File: src/rtl/riscv_pkg.sv
// Shared encodings for the multicycle RV32I-subset controller.
// TRAP state exists only when ILLEGAL_OP_TRAP_EN is defined.
package riscv_pkg;

  typedef enum logic [3:0] {
    FETCH, DECODE, MEMADR, MEMREAD, MEMWB, MEMWRITE,
    EXECUTER, EXECUTEI, ALUWB, BEQ, JAL
`ifdef ILLEGAL_OP_TRAP_EN
    , TRAP
`endif
  } state_t;

  localparam logic [6:0] OP_LW  = 7'b0000011;
  localparam logic [6:0] OP_SW  = 7'b0100011;
  localparam logic [6:0] OP_R   = 7'b0110011;
  localparam logic [6:0] OP_I   = 7'b0010011;
  localparam logic [6:0] OP_BEQ = 7'b1100011;
  localparam logic [6:0] OP_JAL = 7'b1101111;

  localparam logic [1:0] ALUOP_ADD   = 2'b00;
  localparam logic [1:0] ALUOP_SUB   = 2'b01;
  localparam logic [1:0] ALUOP_FUNCT = 2'b10;

  localparam logic [1:0] IMM_I = 2'b00;
  localparam logic [1:0] IMM_S = 2'b01;
  localparam logic [1:0] IMM_B = 2'b10;
  localparam logic [1:0] IMM_J = 2'b11;

  localparam logic [2:0] ALU_ADD = 3'b000;
  localparam logic [2:0] ALU_SUB = 3'b001;
  localparam logic [2:0] ALU_AND = 3'b010;
  localparam logic [2:0] ALU_OR  = 3'b011;
  localparam logic [2:0] ALU_SLT = 3'b101;

  localparam logic [1:0] SRCA_PC    = 2'b00;
  localparam logic [1:0] SRCA_OLDPC = 2'b01;
  localparam logic [1:0] SRCA_RS1   = 2'b10;

  localparam logic [1:0] SRCB_RS2  = 2'b00;
  localparam logic [1:0] SRCB_IMM  = 2'b01;
  localparam logic [1:0] SRCB_FOUR = 2'b10;

  localparam logic [1:0] RES_ALUOUT    = 2'b00;
  localparam logic [1:0] RES_DATA      = 2'b01;
  localparam logic [1:0] RES_ALURESULT = 2'b10;

  function automatic logic [1:0] imm_sel(input logic [6:0] op);
    case (op)
      OP_SW:   return IMM_S;
      OP_BEQ:  return IMM_B;
      OP_JAL:  return IMM_J;
      default: return IMM_I;
    endcase
  endfunction

endpackage

File: src/rtl/multicycle_controller_if.sv
// Controller <-> datapath bundle: instruction fields and flags in, selects and strobes out.
// The illegal flag is present only when ILLEGAL_OP_TRAP_EN is defined.
interface multicycle_controller_if;
  logic [6:0] op;
  logic [2:0] funct3;
  logic       funct7b5;
  logic       zero;
  logic       mem_ready;
  logic [1:0] immsrc;
  logic [1:0] alusrca;
  logic [1:0] alusrcb;
  logic [1:0] resultsrc;
  logic       adrsrc;
  logic [2:0] alucontrol;
  logic       irwrite;
  logic       pcwrite;
  logic       regwrite;
  logic       memwrite;
`ifdef ILLEGAL_OP_TRAP_EN
  logic       illegal;
`endif

  modport master (
`ifdef ILLEGAL_OP_TRAP_EN
    output illegal,
`endif
    input  op, funct3, funct7b5, zero, mem_ready,
    output immsrc, alusrca, alusrcb, resultsrc, adrsrc, alucontrol,
    output irwrite, pcwrite, regwrite, memwrite
  );

  modport slave (
`ifdef ILLEGAL_OP_TRAP_EN
    input  illegal,
`endif
    output op, funct3, funct7b5, zero, mem_ready,
    input  immsrc, alusrca, alusrcb, resultsrc, adrsrc, alucontrol,
    input  irwrite, pcwrite, regwrite, memwrite
  );
endinterface

File: src/rtl/alu_decoder.sv
// Maps aluop plus instruction fields to the 3-bit ALU operation.
module alu_decoder
  import riscv_pkg::*;
(
  input  logic [1:0] aluop,
  input  logic [2:0] funct3,
  input  logic       op5,
  input  logic       funct7b5,
  output logic [2:0] alucontrol
);

  always_comb begin
    alucontrol = ALU_ADD;
    case (aluop)
      ALUOP_SUB: alucontrol = ALU_SUB;
      ALUOP_FUNCT: begin
        case (funct3)
          // funct7b5 selects sub only for R-type; addi ignores it
          3'b000:  alucontrol = (op5 & funct7b5) ? ALU_SUB : ALU_ADD;
          3'b010:  alucontrol = ALU_SLT;
          3'b110:  alucontrol = ALU_OR;
          3'b111:  alucontrol = ALU_AND;
          default: alucontrol = ALU_ADD;
        endcase
      end
      default: alucontrol = ALU_ADD;
    endcase
  end

endmodule

File: src/rtl/multicycle_controller.sv
// Main control FSM of the multicycle core; Moore outputs with mem_ready/zero-gated strobes.
// Define ILLEGAL_OP_TRAP_EN to trap unsupported opcodes instead of skipping them.
module multicycle_controller
  import riscv_pkg::*;
#(
  parameter state_t RESET_STATE = FETCH
) (
  input logic                     clk,
  input logic                     reset_n,
  multicycle_controller_if.master ctrl
);

  state_t     state, next_state, view;
  logic [1:0] aluop;

  always_ff @(posedge clk) begin
    if (!reset_n) state <= RESET_STATE;
    else          state <= next_state;
  end

  always_comb begin
    next_state = state;
    case (state)
      FETCH:    if (ctrl.mem_ready) next_state = DECODE;
      DECODE: begin
        case (ctrl.op)
          OP_LW, OP_SW: next_state = MEMADR;
          OP_R:         next_state = EXECUTER;
          OP_I:         next_state = EXECUTEI;
          OP_BEQ:       next_state = BEQ;
          OP_JAL:       next_state = JAL;
`ifdef ILLEGAL_OP_TRAP_EN
          default:      next_state = TRAP;
`else
          default:      next_state = FETCH;
`endif
        endcase
      end
      MEMADR:   next_state = (ctrl.op == OP_LW) ? MEMREAD : MEMWRITE;
      MEMREAD:  if (ctrl.mem_ready) next_state = MEMWB;
      MEMWRITE: if (ctrl.mem_ready) next_state = FETCH;
      MEMWB, ALUWB, BEQ:   next_state = FETCH;
      EXECUTER, EXECUTEI, JAL: next_state = ALUWB;
      default:  next_state = state;
    endcase
  end

  // During reset the muxes show FETCH decode and every strobe is held low
  always_comb begin
    view           = reset_n ? state : FETCH;
    ctrl.alusrca   = SRCA_PC;
    ctrl.alusrcb   = SRCB_RS2;
    ctrl.resultsrc = RES_ALUOUT;
    ctrl.adrsrc    = 1'b0;
    aluop          = ALUOP_ADD;
    ctrl.irwrite   = 1'b0;
    ctrl.pcwrite   = 1'b0;
    ctrl.regwrite  = 1'b0;
    ctrl.memwrite  = 1'b0;
`ifdef ILLEGAL_OP_TRAP_EN
    ctrl.illegal   = 1'b0;
`endif
    case (view)
      FETCH: begin
        ctrl.alusrcb   = SRCB_FOUR;
        ctrl.resultsrc = RES_ALURESULT;
        ctrl.irwrite   = ctrl.mem_ready;
        ctrl.pcwrite   = ctrl.mem_ready;
      end
      DECODE: begin
        ctrl.alusrca = SRCA_OLDPC;
        ctrl.alusrcb = SRCB_IMM;
      end
      MEMADR: begin
        ctrl.alusrca = SRCA_RS1;
        ctrl.alusrcb = SRCB_IMM;
      end
      MEMREAD:  ctrl.adrsrc = 1'b1;
      MEMWB: begin
        ctrl.resultsrc = RES_DATA;
        ctrl.regwrite  = 1'b1;
      end
      MEMWRITE: begin
        ctrl.adrsrc   = 1'b1;
        ctrl.memwrite = 1'b1;
      end
      EXECUTER: begin
        ctrl.alusrca = SRCA_RS1;
        aluop        = ALUOP_FUNCT;
      end
      EXECUTEI: begin
        ctrl.alusrca = SRCA_RS1;
        ctrl.alusrcb = SRCB_IMM;
        aluop        = ALUOP_FUNCT;
      end
      ALUWB:    ctrl.regwrite = 1'b1;
      BEQ: begin
        ctrl.alusrca = SRCA_RS1;
        aluop        = ALUOP_SUB;
        ctrl.pcwrite = ctrl.zero;
      end
      JAL: begin
        ctrl.alusrca = SRCA_OLDPC;
        ctrl.alusrcb = SRCB_FOUR;
        ctrl.pcwrite = 1'b1;
      end
`ifdef ILLEGAL_OP_TRAP_EN
      TRAP:     ctrl.illegal = 1'b1;
`endif
      default: ;
    endcase
    if (!reset_n) begin
      ctrl.irwrite  = 1'b0;
      ctrl.pcwrite  = 1'b0;
      ctrl.regwrite = 1'b0;
      ctrl.memwrite = 1'b0;
    end
  end

  assign ctrl.immsrc = imm_sel(ctrl.op);

  alu_decoder u_alu_decoder (
    .aluop      (aluop),
    .funct3     (ctrl.funct3),
    .op5        (ctrl.op[5]),
    .funct7b5   (ctrl.funct7b5),
    .alucontrol (ctrl.alucontrol)
  );

endmodule

File: src/flat_wrapper.sv
// flat-port wrapper written by rule: the top's interface ports become plain ports
module multicycle_controller_flat import riscv_pkg::*;
#(
  parameter state_t RESET_STATE = FETCH
)
  (clk, reset_n, ctrl_op, ctrl_funct3, ctrl_funct7b5, ctrl_zero, ctrl_mem_ready, ctrl_immsrc, ctrl_alusrca, ctrl_alusrcb, ctrl_resultsrc, ctrl_adrsrc, ctrl_alucontrol, ctrl_irwrite, ctrl_pcwrite, ctrl_regwrite, ctrl_memwrite);
  multicycle_controller_if ctrl_i ();
  input logic clk;
  input logic reset_n;
  input wire logic [$bits(ctrl_i.op)-1:0] ctrl_op;
  input wire logic [$bits(ctrl_i.funct3)-1:0] ctrl_funct3;
  input wire logic [$bits(ctrl_i.funct7b5)-1:0] ctrl_funct7b5;
  input wire logic [$bits(ctrl_i.zero)-1:0] ctrl_zero;
  input wire logic [$bits(ctrl_i.mem_ready)-1:0] ctrl_mem_ready;
  output wire logic [$bits(ctrl_i.immsrc)-1:0] ctrl_immsrc;
  output wire logic [$bits(ctrl_i.alusrca)-1:0] ctrl_alusrca;
  output wire logic [$bits(ctrl_i.alusrcb)-1:0] ctrl_alusrcb;
  output wire logic [$bits(ctrl_i.resultsrc)-1:0] ctrl_resultsrc;
  output wire logic [$bits(ctrl_i.adrsrc)-1:0] ctrl_adrsrc;
  output wire logic [$bits(ctrl_i.alucontrol)-1:0] ctrl_alucontrol;
  output wire logic [$bits(ctrl_i.irwrite)-1:0] ctrl_irwrite;
  output wire logic [$bits(ctrl_i.pcwrite)-1:0] ctrl_pcwrite;
  output wire logic [$bits(ctrl_i.regwrite)-1:0] ctrl_regwrite;
  output wire logic [$bits(ctrl_i.memwrite)-1:0] ctrl_memwrite;
  assign ctrl_i.op = ctrl_op;
  assign ctrl_i.funct3 = ctrl_funct3;
  assign ctrl_i.funct7b5 = ctrl_funct7b5;
  assign ctrl_i.zero = ctrl_zero;
  assign ctrl_i.mem_ready = ctrl_mem_ready;
  assign ctrl_immsrc = ctrl_i.immsrc;
  assign ctrl_alusrca = ctrl_i.alusrca;
  assign ctrl_alusrcb = ctrl_i.alusrcb;
  assign ctrl_resultsrc = ctrl_i.resultsrc;
  assign ctrl_adrsrc = ctrl_i.adrsrc;
  assign ctrl_alucontrol = ctrl_i.alucontrol;
  assign ctrl_irwrite = ctrl_i.irwrite;
  assign ctrl_pcwrite = ctrl_i.pcwrite;
  assign ctrl_regwrite = ctrl_i.regwrite;
  assign ctrl_memwrite = ctrl_i.memwrite;
  multicycle_controller #(.RESET_STATE(RESET_STATE)) u_core (.clk(clk), .reset_n(reset_n), .ctrl(ctrl_i));
endmodule
File: config.mk
export PLATFORM = sky130hd
export DESIGN_NAME = multicycle_controller_flat
export DESIGN_NICKNAME = d
export VERILOG_FILES = /design/src/rtl/riscv_pkg.sv /design/src/rtl/multicycle_controller_if.sv /design/src/rtl/alu_decoder.sv /design/src/rtl/multicycle_controller.sv /design/src/flat_wrapper.sv
export SDC_FILE = /design/constraint.sdc
export NUM_CORES = 1
export LEC_CHECK = 0
export CAP_MARGIN = 20
export CORE_AREA = 2 2 51 53
export CTS_BUF_LIST = sky130_fd_sc_hd__clkbuf_2 sky130_fd_sc_hd__clkbuf_4 sky130_fd_sc_hd__clkbuf_8
export DETAILED_ROUTE_END_ITERATION = 8
export DIE_AREA = 0 0 53 55
export PLACE_DENSITY = 0.62
export SLEW_MARGIN = 20
export SYNTH_ARGS = -nofsm -noshare
export SYNTH_HDL_FRONTEND = slang
export SYNTH_SLANG_ARGS = --single-unit
File: constraint.sdc
create_clock -name clk -period 4.1 [get_ports clk]
set_clock_uncertainty 0.05 [all_clocks]
set_input_delay 0.82 -clock clk [delete_from_list [all_inputs] [get_ports clk]]
set_output_delay 0.82 -clock clk [all_outputs]
set_load 0.03 [all_outputs]
# Word level (Yosys, flattened, before mapping)
# Cells that the tools add are included.
classes:
  eq_ne: 34
  bitwise_logic: 1
  n_mux: 24
  n_reduce_logical: 15
op_table:
  columns: ["operator", "n"]
  rows:
  - ["$eq 4x3->1 const B", 8]
  - ["$pmux 4 s7", 1]
  - ["$eq 4x4->1 const B", 6]
  - ["$pmux 4 s5", 1]
  - ["$eq 4x2->1 const B", 4]
  - ["$mux 4", 4]
  - ["$pmux 2 s2", 4]
  - ["$eq 7x6->1 const B", 2]
  - ["$eq 7x7->1 const B", 2]
  - ["$pmux 3 s4", 1]
  - ["$reduce_or 2->1", 6]
  - ["$mux 1", 9]
  - ["$reduce_or 3->1", 3]
  - ["$eq 4x1->1 const B", 2]
  - ["$logic_not 4->1", 2]
  - ["$eq 7x2->1 const B", 1]
  - ["$eq 7x5->1 const B", 1]
  - ["$reduce_bool 7->1", 1]
  - ["$eq 3x3->1 const B", 2]
  - ["$ne 2x2->1 const B", 3]
  - ["$pmux 2 s3", 1]
  - ["$pmux 3 s2", 1]
  - ["$reduce_and 4->1", 1]
  - ["$reduce_or 4->1", 1]
  - ["other kinds (7)", 7]
totals:
  word_cells: 75
  regBits: 4
  out_inout_bits: 16
  inputBits: 15

# Longest topological paths before layout
logic_depth:
  word_depth: 6
  depth_mapped: 7
  mapped_depth_nobuf: 6

# By module
# Synthesis repeated with hierarchy kept, for this count alone.
hier_totals:
  cells_unflattened: 95
  hier_area_um2: 693.2
modules_own_cells:
  columns: ["mod", "area_each_um2", "seq_area_each_um2", "n_inst", "cells_per_inst"]
  rows:
  - ["multicycle_controller", 596.8, 80.1, 1, 84]
  - ["alu_decoder", 96.3, 0.0, 1, 11]

# Worst setup path after synthesis
# No wires, ideal clock.
synth_timing:
  kind: "input to output"
  startpoint: "input port reset_n"
  endpoint: "output port ctrl_alucontrol[2]"
  path_stages: 4
  n_path_buf: 1
  path_slack_ns: 0.775
  arrival_ns: 2.455
  required_ns: 3.230
  path_cell_list: "buf_2 > nand4_1 > ha_1 > nor4_1"
synth_between:
  elab_chain_cells: 6
  word_cells_on_any_way: 9
  classes_between: "eq/ne (5); mux (3); reduce/logical (1)"
synth_rtl:
  columns: ["element", "line_no", "source"]
  rows:
  - ["start: declaration", "flat_wrapper.sv:9", "input logic reset_n;"]
  - ["$mux 4 (*)", "multicycle_controller.sv:50", "view = reset_n ? state : FETCH;"]
  - ["$eq 4x3->1", "multicycle_controller.sv:63", "case (view)"]
  - ["$reduce_or 2->1 (no source line)", null, null]
  - ["$pmux 2 s2 (*)", "multicycle_controller.sv:63", null]
  - ["$eq 2x2->1 / $eq 2x1->1 (equally long branches)", "alu_decoder.sv:14", "case (aluop)"]
  - ["$pmux 3 s2 (*)", "alu_decoder.sv:14", null]
  - ["end: declaration", "flat_wrapper.sv:20", "output wire logic [$bits(ctrl_i.alucontrol)-1:0] ctrl_alucontrol;"]
# Every way passes the cells marked *; elsewhere a longest branch is shown, timed or not.

# Final worst setup path
# Same ends and word-level chain as after synthesis.

==> impl_metrics.yaml <==
yosys:
  seq_area_frac_synth_pct: 11.99
  synth_mux_area_share_pct: 2.996
  synth-seq-cells: 4
  synthSimpleGateAreaFrac_pct: 39.89
  synth.distinct_cells: 41
  yosysTopAreaCell: "dfxtp_1"
  synth_edf_count: 0
  syn-instance-count: 90
  synth_top_cells_by_count: "nand2_1 (9), inv_1 (6), nor2_1 (6), nor2b_1 (6)"
  synthTopCellsByArea: "dfxtp_1 (12%), nor2b_1 (5.6%), nand2_1 (5.1%), ha_1 (3.7%), inv_1 (3.4%)"
  syn_nets: 107
  ys_warn_count: 0
  synth_area_um2: 668.1
  yosysTopAreaCellShare_pct: 11.99
  synth_adder_area_share_pct: 3.745
  synth_compound_area_share_pct: 26.40
  synth-xor-area-share_pct: 6.367
  synth.avg_cell_area_um2: 7.424
  synthFlopType: "dfxtp_1"
  yosysMostFrequentCell: "nand2_1"
  synth_top_family_by_area: "simple AND/OR/NAND/NOR gates"
  async_flop_share_pct: 0
run_status:
  outcome: "finished, final reports clean"
pwr:
  seqPwrFrac_pct: 28.8
  p_int_w: 0.0001043
  powerDensity_mw_per_mm2: 152.3
  swShare_pct: 32.10
  p_leak_nw: 0.4133
  irDropWorstVdd_uv: 92.12
  power.switching_w: 0.00004930
  clkPwrFrac_pct: 32.3
  p_comb_share_pct: 39.0
floorplan:
  start_util_pct: 28.25
  coreArea_mm2: 0.002365
  rows: 18
  dieArea_mm2: 0.002915
  fp.dieH_um: 55
  die_w_um: 53
  pin_count: 31
critical_path:
  cp_num_buf_inv: 2
  max_stage_delay_ps: 720
  rr_startpoint: "u_core.state[2]$_SDFFE_PN0P_"
  startpoint: "reset_n"
  worstSetupPathType: "in -> out"
  reg2reg_slack_ps: 2470
  crit_chain: "clkdlybuf4s50_1, nand4_1, ha_1, nor4_1, clkdlybuf4s50_1"
  cp_top_family: "buffers and inverters"
  required_ps: 3230
  start_kind: "input pin"
  cp_max_fo: 4
  worstRegToRegCells: 4
  cp.depth: 5
  critPathSlowestCell: "clkdlybuf4s50_1"
  end_kind: "output port"
  crit_top_cell: "clkdlybuf4s50_1"
  r2r-end: "u_core.state[1]$_SDFFE_PN0P_"
  cp-endpoint: "ctrl_alucontrol[2]"
  crit_arrival_ps: 2920
finish:
  final_layout_size_suffix_gt1_share_pct: 10.08
  diodes: 0
  syn2layout_area_growth_pct: 50.94
  stdcell_area_mm2: 0.001008
  num-fill-cells: 249
  top_register: "u_core.state"
  largest_reg_flops: 4
  fin_nets: 138
  reg_top3: "u_core.state: 4 flops"
detailed_routing:
  postRouteAntennaNets: 0
  wl_met2_um: 875
  vias: 776
  met3_length_um: 124
  dr.pass1.iters: 4
  wl_per_cell_um: 12.85
  drc_errors: 0
  wl_met1_um: 903
  dr.max_layer_used: "met4"
  totalWireLength_um: 1914
  avgViaCountPerCell: 5.208
  drt-initial-drc-count: 21
cts:
  cts.repair.resized: 0
  cts_tree: "yes"
  clk_pin_slew_ps: 40
  cts-root-buf: "clkbuf_4"
  cts_hold_buffers: 0
  cts_max_level: 1
  clockBufferDepth: 2
  cts_setup_buffers: 0
  clk_latency_ps: 240
  numCtsBuffers: 3
  cts.sinks: 4
sta:
  relSlewSlack_pct: 56.38
  final_max_slew_viol_count: 0
  rsz0062_at_grt: "no"
  fin_tns_setup_ps: 0
  final.min_clock_period_ps: 3792
  clock.fmax_mhz: 263.7
  finalHoldViolations: 0
  period_share_pct: 92.49
  setup_violations: 0
  worstMarginPinSlew_ps: 653.4
grt:
  grt_usage_pct: 13.71
  grt_pass1_vias: 699
  gr-total-overflow: 0
  grt_max_degree: 16
  grt_pass1_wl_um: 2932
  antenna_found_initial: 0
placed_design:
  io_buffers: 30
  gp_congestion: 0.7787
  dp_hpwl_um: 1397
  place_area_um2: 985.9
worst_hold_path:
  hp-class: "reg -> reg"
job:
  max_cap_viol_count: 0
==> logic make-up after synthesis <==
group           after synthesis
buf+inv                      12
flops                         4
mux                           2
simple gates                 45
fa+ha+maj                     2
xor+xnor                      4
compound gates               21
==> cell usage in the layout (no fill, tap or decap), types with 2 or more instances in the layout <==
cell type / n
inv_1: 6
o22ai_1: 2
nand4_1: 3
xnor2_1: 2
and3_1: 2
o2111ai_1: 2
dfxtp_1: 4
mux2i_1: 2
nor2b_1: 6
clkbuf_4: 3
a21oi_1: 3
o31ai_1: 2
buf_4: 2
and4b_1: 2
ha_1: 2
nand2_1: 9
clkdlybuf4s50_1: 30
nand3_1: 4
nor2_1: 6
nor3b_1: 3
nor4_1: 3
==> metal layers <==
metal | track usage, % | vias to the layer above
li1 | - | 399
met5 | 0 | -
met4 | 8.547 | 0
met3 | 2.957 | 2
met2 | 21.04 | 23
met1 | 17.50 | 352
==> worst reg2reg max path, delay by kind of cell, from the launching register on <==
kind,cells,cell delay [ps]
flip-flops,1,730
AO/OA/AOI/OAI,3,600
AND/OR/NAND/NOR,1,150
==> how the worst min path moves through the flow <==
stage                                 startpoint                           end  depth (start not counted)
floorplan           u_core.state[3]$_SDFFE_PN0P_  u_core.state[3]$_SDFFE_PN0P_                          3
global placement    u_core.state[1]$_SDFFE_PN0P_  u_core.state[1]$_SDFFE_PN0P_                          2
detailed placement  u_core.state[1]$_SDFFE_PN0P_  u_core.state[1]$_SDFFE_PN0P_                          2
CTS                 u_core.state[1]$_SDFFE_PN0P_  u_core.state[1]$_SDFFE_PN0P_                          2
global route        u_core.state[1]$_SDFFE_PN0P_  u_core.state[1]$_SDFFE_PN0P_                          2
finish              u_core.state[1]$_SDFFE_PN0P_  u_core.state[1]$_SDFFE_PN0P_                          2
==> power groups by stage <==
stage / logic (W) / clock network (W) / registers, W
floorplan: 0.0000334 / 0 / 0.0000416
global placement: 0.0000593 / 0 / 0.0000447
detailed placement: 0.0000596 / 0 / 0.0000447
CTS: 0.0000599 / 0.0000518 / 0.0000441
global route: 0.0000635 / 0.0000548 / 0.0000446
finish: 0.0000598 / 0.0000496 / 0.0000442
==> per-stage QoR <==
step                      utilization, %  hold slack [ps]  setup slack (ps)  cells   power (W)
after global routing               42.65            760.1             192.2    149   0.0001629
after global placement             41.69            710.1             372.6    146   0.0001040
after CTS                          42.65            726.9             330.2    149   0.0001558
final                              42.65            731.8             307.9    149   0.0001536
after floorplan                        -            677.0             774.8     90  0.00007503
after detailed placement           41.69            719.0             344.3    146   0.0001043
==> final cells by class <==
cell class	count	area, µm²	area share, %
Sequential cell	4	80.08	7.940
Timing Repair Buffer	32	315.3	31.27
Tap cell	30	37.54	3.722
Inverter	6	22.52	2.233
Multi-Input combinational cell	74	530.5	52.61
Clock buffer	3	22.52	2.233
Note: power is estimated with default switching activity, not from simulation.
